`src/rtl/fetch_prefetch_queue_if.sv`:
```
// Prefetch queue bus: instruction-memory read port and fetch-side byte window.
// master = prefetch queue, slave = memory/fetch environment.
interface fetch_prefetch_queue_if;
    logic        redirect;
    logic [63:0] redirect_pc;
    logic        imem_req;
    logic [63:0] imem_addr;
    logic        imem_rvalid;
    logic [63:0] imem_rdata;
    logic        imem_err;
    logic [79:0] inst_bytes;
    logic [3:0]  avail;
    logic [63:0] head_pc;
    logic        consume;
    logic [3:0]  consume_len;
    logic        inst_err;

    modport master (
        input  redirect, redirect_pc,
        input  imem_rvalid, imem_rdata, imem_err,
        input  consume, consume_len,
        output imem_req, imem_addr,
        output inst_bytes, avail, head_pc, inst_err
    );

    modport slave (
        output redirect, redirect_pc,
        output imem_rvalid, imem_rdata, imem_err,
        output consume, consume_len,
        input  imem_req, imem_addr,
        input  inst_bytes, avail, head_pc, inst_err
    );
endinterface

```
`src/rtl/fetch_prefetch_queue.sv`:
```
// Byte-stream instruction prefetcher: issues aligned 8-byte reads and
// presents up to 10 contiguous bytes at head_pc to the fetch stage.
// Ports: clk, reset (async, active-high), bus (fetch_prefetch_queue_if.master).
module fetch_prefetch_queue #(
    parameter int unsigned QBYTES   = 16,
    parameter logic [63:0] RESET_PC = 64'h0
) (
    input logic                    clk,
    input logic                    reset,
    fetch_prefetch_queue_if.master bus
);
    localparam int PW = $clog2(QBYTES);
    localparam int CW = PW + 1;

    typedef enum logic [1:0] {
        IDLE,
        WAIT,
        DROP
    } state_t;

    state_t        state;
    logic [7:0]    qbuf [QBYTES];
    logic [PW-1:0] head_ptr;
    logic [CW-1:0] count;
    logic [63:0]   head_pc;
    logic [63:0]   fetch_addr;
    logic [63:0]   req_addr;
    logic [2:0]    drop_off;
    logic          err;
    logic          req;

    logic [PW-1:0] tail_ptr;
    logic [3:0]    avail;
    logic [3:0]    cons_n;
    logic [3:0]    wr_n;
    logic [CW-1:0] count_after;
    logic          do_consume;
    logic          do_write;
    logic          outstanding;
    logic          space_ok;
    logic [79:0]   win;

    always_comb begin
        avail       = (count >= CW'(10)) ? 4'd10 : count[3:0];
        tail_ptr    = head_ptr + count[PW-1:0];
        do_consume  = bus.consume && !bus.redirect
                      && (bus.consume_len != 4'd0)
                      && (bus.consume_len <= avail);
        cons_n      = do_consume ? bus.consume_len : 4'd0;
        do_write    = (state == WAIT) && bus.imem_rvalid
                      && !bus.imem_err && !bus.redirect;
        wr_n        = do_write ? (4'd8 - {1'b0, drop_off}) : 4'd0;
        count_after = count - CW'(cons_n);
        // 8 bytes stay reserved so the response always fits.
        space_ok    = count_after <= CW'(QBYTES - 8);
        // A response still owed by memory must be swallowed after redirect.
        outstanding = ((state == WAIT) || (state == DROP))
                      && !bus.imem_rvalid;
    end

    always_comb begin
        win = '0;
        for (int k = 0; k < 10; k++) begin
            win[8*k +: 8] = qbuf[head_ptr + PW'(k)];
        end
    end

    assign bus.inst_bytes = win;
    assign bus.avail      = avail;
    assign bus.head_pc    = head_pc;
    assign bus.inst_err   = err;
    assign bus.imem_req   = req;
    assign bus.imem_addr  = req_addr;

    // Bytes below drop_off precede the head after an unaligned redirect.
    always_ff @(posedge clk) begin
        if (do_write) begin
            for (int i = 0; i < 8; i++) begin
                if (3'(i) >= drop_off) begin
                    qbuf[tail_ptr + PW'(i) - PW'(drop_off)]
                        <= bus.imem_rdata[8*i +: 8];
                end
            end
        end
    end

    always_ff @(posedge clk or posedge reset) begin
        if (reset) begin
            state      <= IDLE;
            head_ptr   <= '0;
            count      <= '0;
            head_pc    <= RESET_PC;
            fetch_addr <= {RESET_PC[63:3], 3'b000};
            drop_off   <= RESET_PC[2:0];
            err        <= 1'b0;
            req        <= 1'b0;
            req_addr   <= '0;
        end else begin
            req <= 1'b0;
            if (bus.redirect) begin
                count      <= '0;
                err        <= 1'b0;
                head_ptr   <= '0;
                head_pc    <= bus.redirect_pc;
                fetch_addr <= {bus.redirect_pc[63:3], 3'b000};
                drop_off   <= bus.redirect_pc[2:0];
                state      <= outstanding ? DROP : IDLE;
            end else begin
                head_pc  <= head_pc + 64'(cons_n);
                head_ptr <= head_ptr + PW'(cons_n);
                count    <= count_after + CW'(wr_n);
                unique case (state)
                    IDLE: begin
                        if (!err && space_ok) begin
                            req      <= 1'b1;
                            req_addr <= fetch_addr;
                            state    <= WAIT;
                        end
                    end
                    WAIT: begin
                        if (bus.imem_rvalid) begin
                            state <= IDLE;
                            if (bus.imem_err) begin
                                err <= 1'b1;
                            end else begin
                                drop_off   <= 3'd0;
                                fetch_addr <= fetch_addr + 64'd8;
                            end
                        end
                    end
                    DROP: begin
                        if (bus.imem_rvalid) state <= IDLE;
                    end
                    default: state <= IDLE;
                endcase
            end
        end
    end
endmodule

```
`src/flat_wrapper.sv`:
```
// flat-port wrapper written by rule: the top's interface ports become plain ports
module fetch_prefetch_queue_flat 
#(
    parameter int unsigned QBYTES   = 16,
    parameter logic [63:0] RESET_PC = 64'h0
)
  (clk, reset, bus_redirect, bus_redirect_pc, bus_imem_rvalid, bus_imem_rdata, bus_imem_err, bus_consume, bus_consume_len, bus_imem_req, bus_imem_addr, bus_inst_bytes, bus_avail, bus_head_pc, bus_inst_err);
  fetch_prefetch_queue_if bus_i ();
  input logic clk;
  input logic reset;
  input wire logic [$bits(bus_i.redirect)-1:0] bus_redirect;
  input wire logic [$bits(bus_i.redirect_pc)-1:0] bus_redirect_pc;
  input wire logic [$bits(bus_i.imem_rvalid)-1:0] bus_imem_rvalid;
  input wire logic [$bits(bus_i.imem_rdata)-1:0] bus_imem_rdata;
  input wire logic [$bits(bus_i.imem_err)-1:0] bus_imem_err;
  input wire logic [$bits(bus_i.consume)-1:0] bus_consume;
  input wire logic [$bits(bus_i.consume_len)-1:0] bus_consume_len;
  output wire logic [$bits(bus_i.imem_req)-1:0] bus_imem_req;
  output wire logic [$bits(bus_i.imem_addr)-1:0] bus_imem_addr;
  output wire logic [$bits(bus_i.inst_bytes)-1:0] bus_inst_bytes;
  output wire logic [$bits(bus_i.avail)-1:0] bus_avail;
  output wire logic [$bits(bus_i.head_pc)-1:0] bus_head_pc;
  output wire logic [$bits(bus_i.inst_err)-1:0] bus_inst_err;
  assign bus_i.redirect = bus_redirect;
  assign bus_i.redirect_pc = bus_redirect_pc;
  assign bus_i.imem_rvalid = bus_imem_rvalid;
  assign bus_i.imem_rdata = bus_imem_rdata;
  assign bus_i.imem_err = bus_imem_err;
  assign bus_i.consume = bus_consume;
  assign bus_i.consume_len = bus_consume_len;
  assign bus_imem_req = bus_i.imem_req;
  assign bus_imem_addr = bus_i.imem_addr;
  assign bus_inst_bytes = bus_i.inst_bytes;
  assign bus_avail = bus_i.avail;
  assign bus_head_pc = bus_i.head_pc;
  assign bus_inst_err = bus_i.inst_err;
  fetch_prefetch_queue #(.QBYTES(QBYTES), .RESET_PC(RESET_PC)) u_core (.clk(clk), .reset(reset), .bus(bus_i));
endmodule
```
`config.mk`:
```
export PLATFORM = sky130hd
export DESIGN_NAME = fetch_prefetch_queue_flat
export DESIGN_NICKNAME = d
export VERILOG_FILES = /design/src/rtl/fetch_prefetch_queue_if.sv /design/src/rtl/fetch_prefetch_queue.sv /design/src/flat_wrapper.sv
export SDC_FILE = /design/constraint.sdc
export NUM_CORES = 2
export LEC_CHECK = 0
export ABC_AREA = 1
export BUFFER_PORTS_ARGS = -buffer_cell sky130_fd_sc_hd__clkbuf_2
export CAP_MARGIN = 20
export CORE_UTILIZATION = 35
export DETAILED_ROUTE_END_ITERATION = 12
export MAX_ROUTING_LAYER = met4
export PLACE_DENSITY = 0.58
export RECOVER_POWER = 100
export SYNTH_ARGS = -nofsm -noshare
export SYNTH_HDL_FRONTEND = slang
export SYNTH_SLANG_ARGS = --single-unit
```
`constraint.sdc`:
```
create_clock -name clk -period 9.4 [get_ports clk]
set_input_delay 1.88 -clock clk [delete_from_list [all_inputs] [get_ports clk]]
set_output_delay 1.88 -clock clk [all_outputs]
set_load 0.005 [all_outputs]
```
Word-level counts from Yosys, hierarchy flattened. Memory sizes are Yosys's and may differ from the RTL's. Cells that the tools add are included.

Bitwise operators: 1. Add/subtract/negate cells: 31. Reductions and logical operators: 23. Multiplexer cells: 50. Eq/ne operators: 5. Order comparisons: 11.

Operators by type and width (number): 2-to-1 mux 64 bit (5); adder 64 x 4 -> 64 bit (1); adder 64 x 4 -> 64 bit (second input constant) (1); adder 4 x 3 -> 4 bit (second input constant) (8); subtractor 4 x 3 -> 4 bit (8); 2-to-1 mux 1 bit (31); adder 4 x 2 -> 4 bit (second input constant) (4); 2-to-1 mux 4 bit (4); greater-or-equal comparator 3 bit (first input constant) (4); 2-to-1 mux 3 bit (4); AND reduction 3 bit (3); adder 4 x 1 -> 4 bit (second input constant) (2); adder 4 bit (2); adder 4 bit (second input constant) (2); logical AND 1 bit (8); 2-to-1 mux 2 bit (4); greater-or-equal comparator 1 x 3 -> 1 bit (first input constant) (2); greater-or-equal comparator 2 x 3 -> 1 bit (first input constant) (2); nonzero test 2 bit (3); adder 5 x 4 -> 5 bit (1); greater-or-equal comparator 5 x 4 -> 1 bit (second input constant) (1); less-or-equal comparator 5 x 4 -> 1 bit (second input constant) (1); 2-to-1 mux 5 bit (1); subtractor 5 x 4 -> 5 bit (1); 15 further kinds (18).

Register bits after elaboration: 208. Memories: 1. Memory bits (writable): 128. Output and inout bits: 214.

Memories: u_core.qbuf (depth 16, bits a word 8, read ports 10, clocked after Yosys merged registers in 0, wr ports 8, line fetch_prefetch_queue.sv:22) `logic [7:0] qbuf [QBYTES];`.

Longest topological paths before layout.
Depth after elaboration: 11. Mapped depth: 28. Gate-level depth less buffers: 28.

Least setup slack after synthesis. No wires, ideal clock.

Kind: input to register. Start point: input bus_consume_len[1]. End point: register u_core.req_addr[12], in the netlist u_core.bus.imem_addr[12]. Buffers on the path: 2. Arrival time: 4949 ps. Setup slack: 4321 ps. Library setup time: 130 ps. Cell stages on the path: 18. Data required time: 9270 ps. Cells stage by stage: ha_1 inv_1 nor2_1 o21ai_0 a32o_1 nand4_1 nor2_1 inv_1 fa_1 xor2_1 o31ai_1 nand3_1 nor3_2 inv_1 buf_2 clkbuf_1 nand2_1 o21ai_0.

Word-level cells in the longest chain between the ends: 8. Elaborated cells between the ends (all ways): 9. Classes of those cells: add/sub (1); order compare (2); mux (1); reduce/logical (5).

RTL lines: start: declaration (line flat_wrapper.sv:17) `input wire logic [$bits(bus_i.consume_len)-1:0] bus_consume_len;`; parallel branches: the longest is 3 deep, another holds less-or-equal comparator 4 bit; 2-to-1 mux 4 bit (*) (line fetch_prefetch_queue.sv:49) `cons_n = do_consume ? bus.consume_len : 4'd0;`; subtractor 5 x 4 -> 5 bit (*) (line fetch_prefetch_queue.sv:53) `count_after = count - CW'(cons_n);`; less-or-equal comparator 5 x 4 -> 1 bit (*) (line fetch_prefetch_queue.sv:55) `space_ok = count_after <= CW'(QBYTES - 8);`; logical AND 1 bit (*) (line fetch_prefetch_queue.sv:114) `if (!err && space_ok) begin`; AND reduction 3 bit (no line) (*); end signal: assignment (line fetch_prefetch_queue.sv:116) `req_addr <= fetch_addr;`; end: declaration (line fetch_prefetch_queue.sv:27) `logic [63:0] req_addr;`.

Mark *: on every way between the ends. A chain may end at the register's enable or synchronous reset.

==> impl_metrics.toml <==
[status]
status = "finished with violations"
violations = "capacitance limit, slew limit"

[cts]
cts_buffers = 39
htree_levels = 2
cts.sinks = 330
cts_resized = 0
cts.clk_slew.worst_paths_ns = 0.06
holdBufCountCts = 0
cts_tree = "built"
clk_latency_ns = 0.60
cts-root-buf = "clkbuf_16"
post_cts_buffers = 0
ctsLongestPathBuffers = 3

[cells_and_area]
drive_above_1_share_pct = 7.29
nets = 5931
syn2layout_area_growth_pct = 10.9
multiInputGateArea_mm2 = 0.0204
layout_commonest_cell = "nand2_1"
final_cell_area_mm2 = 0.0366
register_area_mm2 = 0.00890
fillCellCount = 10600
mostFrequentLayoutCells = "nand2_1 (2,093), inv_1 (649), o21ai_0 (621)"

[global_route]
grt_pass1_wl_um = 266000
grt_antenna_before_repair = 6
grtUsageTotal_pct = 40.2
grt_max_degree = 98
grt_pass1_vias = 35000
grt-ovfl-total = 0

[synth]
yosys_register_bits = 330
synthXorXnorAreaFrac_pct = 2.88
yosysWarnings = 0
syn-cell-area_mm2 = 0.0330
avgSynthCellArea_um2 = 5.93
ys_async_sr_fraction_pct = 61.2
yosysSeqAreaShare_pct = 27.0
synth_edf_count = 128
synthAdderAreaFrac_pct = 2.73
ys.flop_type = "dfrtp_1"
synth_top_family_by_area = "simple AND/OR/NAND/NOR gates"
synth.distinct_cells = 64
synth-compound-area-share_pct = 17.9
muxShareOfSynthArea_pct = 0.273
synthSimpleGateAreaFrac_pct = 38.0
syn_inst = 5571

[placed_design]
placed_cell_area_mm2 = 0.0355
portBuffers = 348
globalplace.congestion = 1.07
hpwl_um = 153000
pre_cts_slack_ns = 2.17

[sta]
worstMarginPinSlew_ns = 3.93
hold_viol_final = 0
grt_setup_unrepaired = "false"
clock.fmax_mhz = 124
fin_crit_ns = 8.04
fin_worst_skew_ns = 0.0353
relSlewSlack_pct = -164
worst_slack_ns = 1.36
finalCritPeriodShare_pct = 85.5
hold_ws_ns = 0.475
tns_ns = 0
setup_viol = 0
drv_slew = 443

[worst_setup_path]
worstPathCellList = "clkbuf_1 -> clkinv_2 -> nand2_2 -> inv_2 -> o21ai_0 -> inv_2 -> a21oi_2 -> nor2_1 -> nand2_1 -> nand2_1 -> a211oi_1 -> nand4_1"
crit_fanout = 46
crit_path_top_delay_cell = "clkinv_2"
cp-end-kind = "flip-flop"
critPathMaxStageDelay_ns = 1.14
arrival_ns = 8.15
cp_num_buf_inv = 4
crit_family = "buffers and inverters"
cp_data_required_time_ns = 9.51
crit_type = "in -> reg"
worstSetupStartpointType = "primary input"

[route]
wl_per_cell_um = 27.3
vias_per_cell = 5.70
antenna_left = 0
drt_wl_total_um = 192000
dr.first_iter.drc_count = 6026
dr.max_layer_used = "met4"
drcViolationCount = 0
met1_length_um = 85700
wl_met2_um = 78700
wl_met3_um = 18700
dr.pass1.iters = 8
vias = 40000

[power]
clkPwrFrac_pct = 22.2
p_int_mw = 3.60
switching_share_pct = 49.8
p_switching_mw = 3.57
power_mw = 7.17
pwr-share-comb_pct = 50.8
power.density_mw_per_mm2 = 196
ir_drop_mv = 0.187
p_seq_share_pct = 27.1
power.leakage_nw = 17.4

[floorplanning]
row_count = 112
die_w_um = 309
die_y_um = 309
start_util_pct = 35.4
core-area_mm2 = 0.0933
io_pins = 352
die_area_mm2 = 0.0956

[min_path]
min_path_type = "reg -> reg"

[run]
cap_violations = 7
layout make-up:
cell class	count	area share, %
diodes	8	0.0547
clock buffers	46	2.85
clock inverters	26	0.759
inverters	701	7.20
multi-input cells	4280	55.7
flip-flops and latches	330	24.3
well taps	1254	4.29
repair buffers	378	4.83
logic make-up (layout without fill, tap and decap cells):
family,count (synthesis),count (layout)
other,1,11
DFF,330,330
and+or+nand+nor,3041,3041
AOI/OAI and AO/OA,1061,1061
muxes,9,9
buffers and inverters,963,1151
adders and majority gates,63,63
xor gates and xnor gates,103,103
metal layers:
metal  up-vias  track usage (%)
met1     18900             56.9
li1      18300                -
met3       402             6.45
met4         0             16.0
met5         -                -
met2      2354             56.6
per-stage QoR:
step / util, % / std cells
finish: 39.2 / 7023
global route: 39.2 / 7022
CTS: 39.4 / 7012
detailed placement: 38.0 / 6940
global placement: 38.0 / 6940
floorplan: - / 5573
power groups by stage:
stage | sequential [mW] | combinational [mW] | clock, mW
2_1_floorplan | 1.91 | 2.10 | 0
3_3_place_gp | 1.96 | 3.59 | 0
3_5_place_dp | 1.96 | 3.59 | 0
4_1_cts | 1.93 | 3.61 | 1.61
5_1_grt | 1.96 | 3.90 | 1.65
6_report | 1.94 | 3.64 | 1.59
sequential cells by signal, indices dropped and copies added, names as in the netlist:
| name | cells |
|---|---|
| u_core.fetch_addr | 61 |
| u_core.bus.imem_addr | 61 |
| u_core.bus.inst_err | 1 |
| u_core.count | 5 |
| u_core.head_ptr | 4 |
| u_core.bus.head_pc | 64 |
| u_core.drop_off | 3 |
| u_core.qbuf | 128 |
| u_core.bus.imem_req | 1 |
| u_core.state | 2 |
synthesized netlist by cell type (3+ instances only):
library cell,instances,area (um2)
nand2_2,19,119
nor4_1,30,188
inv_2,38,143
xnor2_1,19,166
o21ai_1,18,90.1
buf_6,3,33.8
xor2_1,79,692
mux2i_1,9,90.1
o311ai_0,3,26.3
nor3_2,3,30.0
buf_2,51,255
o22ai_1,39,244
nand3_2,4,40.0
a211oi_1,7,52.6
buf_1,28,105
edfxtp_1,128,3840
clkinv_1,14,52.6
nor2_2,27,169
o21ai_0,614,3070
dfrtp_1,202,5050
clkbuf_1,173,649
a31oi_1,22,138
o2111ai_1,7,61.3
ha_1,48,601
buf_4,6,45.0
nand4_1,74,463
nor3_1,67,335
fa_1,15,300
o21bai_1,3,22.5
nand3_1,318,1590
nand2_1,2090,7850
nor2_4,16,180
nor2_1,373,1400
inv_1,649,2440
a32o_1,24,240
o211ai_1,71,533
xor2_2,3,48.8
a21oi_1,211,1060
nand3b_1,3,22.5
or2_2,5,31.3
nor3_4,3,48.8
o221ai_1,26,228
path summary, 6_finish.rpt:
kind / from / to / slack [ns] / cells past startpoint
worst min-delay path: u_core.bus.imem_addr[60] / u_core.bus.imem_addr[60] / 0.48 / 2
min in group asynchronous: reset / u_core.bus.imem_addr[10] / 2.47 / 2
max in group asynchronous: reset / u_core.bus.head_pc[50] / 2.37 / 3
worst max register to register: u_core.head_ptr[0] / u_core.qbuf[15][4] / 3.37 / 18
worst min register to register: u_core.bus.imem_addr[60] / u_core.bus.imem_addr[60] / 0.48 / 2
worst max-delay path: bus_redirect / u_core.qbuf[4][3] / 1.36 / 12
worst reg2reg max path, delay by kind of cell, from the launching register on:
kind | cells | cell delay (ns)
DFF | 1 | 0.69
adders and majority gates | 5 | 1.94
buffers and inverters | 5 | 0.86
AOI/OAI and AO/OA | 3 | 0.94
and+or+nand+nor | 5 | 1.35
Note: power is estimated with default switching activity, not from simulation.
